File: src/rtl/registro_etapa_skid.sv
// Pipeline stage register with valid/ready handshake, 2-entry skid buffer, flush and bubble counter.
// Latency: 1 cycle from accept to out_* when the stage is empty, or full and being drained.
// Backpressure: in_ready comes only from state regs; the skid slot absorbs the beat in flight when out_ready drops.
module registro_etapa_skid #(
    parameter int DATA_W = 104,
    parameter int CTRL_W = 20,
    parameter int CNT_W  = 16
) (
    input  logic              clk,
    input  logic              rst,
    input  logic              flush,
    input  logic              in_valid,
    output logic              in_ready,
    input  logic [CTRL_W-1:0] in_ctrl,
    input  logic [DATA_W-1:0] in_data,
    output logic              out_valid,
    input  logic              out_ready,
    output logic [CTRL_W-1:0] out_ctrl,
    output logic [DATA_W-1:0] out_data,
    output logic [1:0]        occupancy,
    output logic [CNT_W-1:0]  bubble_cnt
);

    typedef enum logic [1:0] {
        ST_EMPTY = 2'd0,
        ST_FULL  = 2'd1,
        ST_SKID  = 2'd2
    } state_t;

    state_t            state;
    state_t            state_nxt;
    logic [CTRL_W-1:0] main_ctrl;
    logic [DATA_W-1:0] main_data;
    logic [CTRL_W-1:0] skid_ctrl;
    logic [DATA_W-1:0] skid_data;
    logic              load_main_in;
    logic              load_main_skid;
    logic              load_skid;
    logic              acc;
    logic              take;

    // Handshake decode; in_ready is a pure function of the state register.
    assign in_ready  = (state != ST_SKID);
    assign out_valid = (state != ST_EMPTY);
    assign acc       = in_valid & in_ready;
    assign take      = out_valid & out_ready;
    // Bubbles carry an all-zero control bundle so no write enable leaks downstream.
    assign out_ctrl  = out_valid ? main_ctrl : '0;
    assign out_data  = main_data;

    // Next-state and register load selection; flush overrides every transition.
    always_comb begin
        state_nxt      = state;
        load_main_in   = 1'b0;
        load_main_skid = 1'b0;
        load_skid      = 1'b0;
        unique case (state)
            ST_EMPTY: begin
                if (acc) begin
                    state_nxt    = ST_FULL;
                    load_main_in = 1'b1;
                end
            end
            ST_FULL: begin
                if (acc && take) begin
                    load_main_in = 1'b1;
                end else if (acc) begin
                    state_nxt = ST_SKID;
                    load_skid = 1'b1;
                end else if (take) begin
                    state_nxt = ST_EMPTY;
                end
            end
            ST_SKID: begin
                if (take) begin
                    state_nxt      = ST_FULL;
                    load_main_skid = 1'b1;
                end
            end
            default: state_nxt = ST_EMPTY;
        endcase
        // Anything accepted this cycle is dropped; out_data keeps the beat last shown.
        if (flush) begin
            state_nxt      = ST_EMPTY;
            load_main_in   = 1'b0;
            load_main_skid = 1'b0;
            load_skid      = 1'b0;
        end
    end

    // State register.
    always_ff @(posedge clk) begin
        if (rst) begin
            state <= ST_EMPTY;
        end else begin
            state <= state_nxt;
        end
    end

    // Main and skid payload registers; main refills from skid to keep FIFO order.
    always_ff @(posedge clk) begin
        if (rst) begin
            main_ctrl <= '0;
            main_data <= '0;
            skid_ctrl <= '0;
            skid_data <= '0;
        end else begin
            if (load_main_in) begin
                main_ctrl <= in_ctrl;
                main_data <= in_data;
            end else if (load_main_skid) begin
                main_ctrl <= skid_ctrl;
                main_data <= skid_data;
            end
            if (load_skid) begin
                skid_ctrl <= in_ctrl;
                skid_data <= in_data;
            end
        end
    end

    // Saturating count of cycles where the stage presented no beat.
    always_ff @(posedge clk) begin
        if (rst) begin
            bubble_cnt <= '0;
        end else if (!out_valid && (bubble_cnt != {CNT_W{1'b1}})) begin
            bubble_cnt <= bubble_cnt + CNT_W'(1);
        end
    end

    // Held-beat count decoded from state.
    always_comb begin
        occupancy = 2'd0;
        unique case (state)
            ST_EMPTY: occupancy = 2'd0;
            ST_FULL:  occupancy = 2'd1;
            ST_SKID:  occupancy = 2'd2;
            default:  occupancy = 2'd0;
        endcase
    end

endmodule

File: config.mk
export PLATFORM = sky130hd
export DESIGN_NAME = registro_etapa_skid
export DESIGN_NICKNAME = d
export VERILOG_FILES = /design/src/rtl/registro_etapa_skid.sv
export SDC_FILE = /design/constraint.sdc
export NUM_CORES = 1
export LEC_CHECK = 0
export BUFFER_PORTS_ARGS = -buffer_cell sky130_fd_sc_hd__buf_2
export CAP_MARGIN = 20
export CELL_PAD_IN_SITES_DETAIL_PLACEMENT = 0
export CELL_PAD_IN_SITES_GLOBAL_PLACEMENT = 1
export CORE_MARGIN = 1
export CORE_UTILIZATION = 38
export CTS_CLUSTER_DIAMETER = 150
export DETAILED_ROUTE_END_ITERATION = 12
export GPL_ROUTABILITY_DRIVEN = 1
export GPL_TIMING_DRIVEN = 0
export PLACE_DENSITY_LB_ADDON = 0.1
export SYNTH_ARGS = -nofsm -noshare
export SYNTH_HDL_FRONTEND = slang
export SYNTH_SLANG_ARGS = --single-unit
File: constraint.sdc
create_clock -name clk -period 2.2 [get_ports clk]
set_input_delay 0.22 -clock clk [delete_from_list [all_inputs] [get_ports clk]]
set_output_delay 0.22 -clock clk [all_outputs]
set_load 0.01 [all_outputs]
==> Word level (Yosys, flattened, before mapping) <==
Cells that the tools add are included.
{ "word_totals": {"ff_bits": 266, "input_bits": 129, "out_inout_bits": 144} }
{ "op_classes": {"n_addsub": 1, "eq_ne": 8, "mux": 22, "bitwise_logic": 2, "n_reduce_logical": 8} }
{ "op_table": {"columns": ["cell", "count"], "rows": [
  ["$mux 104", 2],
  ["$mux 20", 3],
  ["$add 16x1->16 const B", 1],
  ["$ne 16x16->1 const B", 1],
  ["$mux 2", 5],
  ["$mux 1", 9],
  ["$ne 2x2->1 const B", 4],
  ["$pmux 2 s3", 1],
  ["$pmux 2 s2", 1],
  ["$reduce_and 4->1", 1],
  ["$reduce_bool 2->1", 2],
  ["$ne 3x3->1 const B", 1],
  ["$and 1x1->1", 2],
  ["$eq 2x1->1 const B", 1],
  ["$eq 2x2->1 const B", 1],
  ["$logic_and 1x1->1", 2],
  ["$logic_not 2->1", 1],
  ["$pmux 1 s2", 1],
  ["$reduce_or 2->1", 1],
  ["$logic_not 1->1", 1]
]} }

==> Depth between registers and ports, before layout <==
{ "depth": {"depth_word": 7, "ltp_mapped": 8, "ltp_nobuf": 5} }

==> Worst setup path after synthesis <==
Ideal clock, no wire load.
{ "synth_timing": {"kind": "register to register", "start": "reg bubble_cnt[0]", "end": "reg bubble_cnt[14]", "arrival_time_ns": 1.656, "t_required_ns": 2.114, "slack_ns": 0.458, "stages_incl_launch_ff": 6, "n_path_buf": 0, "synth_period_minus_slack_ns": 1.742, "cell_sequence": "dfxtp_1 ha_1 or3b_4 nor4_4 a31oi_1 a211oi_1"} }
{ "synth_via": {"elab_chain_len": 2} }
{ "synth_rtl": {"columns": ["item", "line_no", "text"], "rows": [
  ["from (decl)", "21", "output logic [CNT_W-1:0] bubble_cnt"],
  ["from (signal assigned)", "127", "bubble_cnt <= bubble_cnt + CNT_W'(1);"],
  ["branches (longest 2 deep; another with $add 16x1->16)", null, null]
]} }
Parallel ways; which one is timed is not known.
A chain may end at the register's enable or synchronous reset.

==> Final worst setup path <==
{ "layout_timing": {"start": "reg state[1]", "end": "out out_ctrl[3]"} }
{ "layout_via": {"elab_chain_len": 2} }
{ "layout_rtl": {"columns": ["item", "line_no", "text"], "rows": [
  ["from (decl)", "30", "state_t state;"],
  ["from (signal assigned)", "96", "state <= state_nxt;"],
  ["$reduce_bool 2->1", "44", "assign out_valid = (state != ST_EMPTY);"],
  ["$mux 20", "48", "assign out_ctrl = out_valid ? main_ctrl : '0;"],
  ["to (decl)", "18", "output logic [CTRL_W-1:0] out_ctrl,"]
]} }
No other way between the ends.

==> impl_results.md <==
* GR Util All Layers at 0.226
* Final Cell Area at 14,200 um2
* Post-DP HPWL at 21,500 um
* # H-tree levels at 1
* Starting Density at 0.388
* Register-to-Register Path Depth at 7
* Post-DR wirelength/cell at 15.7 um
* Mapped Cells at 1,230
* CP peak stage delay at 300 ps
* Initial DRC count at 594
* Crit-path cells: buf_4 > nor2_2 > inv_1 > clkbuf_2 > and2_1 > buf_2
* Mean number of vias per cell at 5.02
* Pins Over Slew Limit at 0
* Arr. time, crit path at 1820 ps
* Via count at 10.2k
* Worst vdd ir at 0.000503 V
* Leading cell types in the layout, fill and taps excluded: nand2_1 (379), buf_2 (302), dfxtp_1 (266), a21oi_1 (262), dlygate4sd3_1 (127)
* Pwr Density at 761 nW/um2
* Area grow syn2layout at 40.0%
* DRC at 0
* Achievable clock frequency at 490 MHz
* Die H at 165 um
* Routed wire length at 31,800 um
* Yosys warning count at 0
* Async S/R FF share, synth at 0
* Flops & latches, synth at 266
* Worst-skew pair later-pin latency at 550 ps
* Reg2reg end: skid_data[100]$_SDFFE_PP0P_
* Post-route minimum period at 2040 ps
* Count of unique library cells instantiated by Yosys at 44
* Worst hold endpoint: bubble_cnt[0]$_SDFFE_PP0P_
* Slew @ Worst Pin at 865 ps
* RSZ-0062 raised after global routing: false
* Crit. Startpoint: state[1]$_SDFFE_PP0P_
* Leakage Power at 5.65 nW
* Placed cells at 1,837
* Worst-path clk slew at 60 ps
* CTS tree: built
* Fraction of layout cells with a size suffix above 1 at 0.221
* Register area share after synthesis at 0.526
* Pin count of the biggest net entering global routing at 15
* Worst clock skew at 15.8 ps
* CTS sink count at 266
* Final Core Density at 0.543
* Core ar. at 26,100 um2
* Final Hold Viols at 0
* First-pass GRT wire length at 49,000 um
* Congestion Overflow GR at 0
* Global placer's final weighted congestion at 0.814
* CTS root buffer: clkbuf_16
* CP max FO at 10
* FP Rows at 59
* Post-synthesis net count at 1,360
* Placed Instance Area at 11,900 um2
* CP Class: register to output pin
* Clock buffer depth at 3
* Dominant synthesized flop cell: dfxtp_1
* Multi-input logic area at 4370 um2
* Number of synthesized flops with an enable pin at 0
* Final Non-Filler Cells at 2,024
* Startpoint types: register
* Layout Nets at 1,794
* Initial antenna violation count at 2
* Netlist Area Pre-Place at 10,100 um2
* Ports at 273
* FF+latch area at 5330 um2
* Vias in the first global route at 9,474
* TritonCTS buffer count at 29
* Syn_area_per_cell at 8.22 um2
* Worst R2R Start: state[0]$_SDFFE_PP0P_
* Hold depth at 3
* Chip Width at 165 um
* Die area at 27,300 um2
* Max-cap viol count at 0
* Most common cell after layout, fill and taps aside: nand2_1
* Hold Crit Class: primary input to register
* Status: completed
* Drt pass-1 iters at 5
* Hold path startpoint: rst
* Critical Path Sink Type: output pin
* Number of I/O port buffers at 272
* CP required at 1980 ps
* Tcrit/Tclk final at 0.927
* R2R Setup Slk at 190 ps
* Slew headroom at 0.423
* Post-DRT Antenna Nets at 0
* Slowest CP cell: dfxtp_1
* Fillcell total at 2,562
* Final setup fails at 0
Yosys cell counts, types with 2 or more instances:
cell      count  area, um2
nand2_1     380       1430
dfxtp_1     266       5330
a21oi_1     262       1310
a22oi_1     124        931
clkbuf_1     67        251
buf_2        30        150
and2_1       21        131
nand3_1       7       35.0
inv_1         6       22.5
nor2_1        6       22.5
nor2b_1       5       31.3
nor3_1        5       25.0
o31ai_1       5       37.5
nor4_1        4       25.0
or4_1         4       30.0
or3_1         3       18.8
a211oi_1      2       15.0
a31oi_1       2       12.5
and3_1        2       12.5
buf_4         2       15.0
mux2i_1       2       20.0
nand2b_1      2       12.5
o21ai_0       2       10.0
critical path, delay by kind of cell, from the launching register on:
kind	cells	cell delay, ps
buffers and inverters	4	610
AND/OR/NAND/NOR	2	360
flip-flops	1	300
timing repair:
item | CTS | global route
setup buffers | 0 | 4
endpoints found under the hold margin | 247 | 0
pin swaps | 0 | 2
setup endpoints to repair | 60 | 82
gates cloned | 0 | 0
gates resized for setup | 1 | 13
hold buffers | 127 | 0
routing by layer:
metal | routed length (um) | global-route usage | vias up
met3 | 2200 | 0.0485 | 51
met5 | 0 | 0 | -
met1 | 14400 | 0.296 | 4689
met4 | 819 | 0.0738 | 0
met2 | 14300 | 0.368 | 303
li1 | - | - | 5126
power breakdown:
part	internal (mW)	switching, mW
logic	0.450	0.539
registers	4.95	0.0718
clock network	2.81	1.95
worst max path at each step:
stage	to	slack (ps)	depth (start not counted)
2_1_floorplan	bubble_cnt[14]$_SDFFE_PP0P_	460	5
3_3_place_gp	skid_data[62]$_SDFFE_PP0P_	-100	7
3_5_place_dp	skid_data[100]$_SDFFE_PP0P_	-150	7
4_1_cts	skid_data[100]$_SDFFE_PP0P_	20	7
5_1_grt	out_ctrl[4]	20	6
6_report	out_ctrl[3]	160	6
state kept, by name (all words and copies together), names as in the netlist:
name,cells
bubble_cnt,16
main_ctrl,20
out_data,104
skid_data,104
state,2
skid_ctrl,20
final cells by class:
cell class	instances	area share
tap	335	0.0296
multi-input combinational	859	0.308
clock buffer	45	0.0611
antenna	3	0.000530
sequential	266	0.376
clock inverter	8	0.00486
inverter	6	0.00159
timing repair buffer	403	0.188
buffer	99	0.0299
metrics by stage:
| step | worst slack [ps] | power, mW | hold WS (ps) | setup TNS, ps |
|---|---|---|---|---|
| 4_1_cts | 21.5 | 10.9 | 65.2 | 0 |
| 5_1_grt | 23.3 | 11.2 | 76.4 | 0 |
| 6_report | 160 | 10.8 | 91.1 | 0 |
| 3_3_place_gp | -103 | 5.93 | 439 | -5490 |
| 2_1_floorplan | 458 | 5.52 | 297 | 0 |
| 3_5_place_dp | -147 | 5.94 | 444 | -6340 |
logic make-up (layout without fill, tap and decap cells):
group,count (synthesis),after routing,share of synthesized area
compound gates,404,404,0.236
fa+ha+maj,1,1,0.00124
buf+inv,105,561,0.0434
flops,266,266,0.526
mux,3,3,0.00309
other cells,0,3,0
simple gates,451,451,0.190
Power figures use the tool's default switching activity.
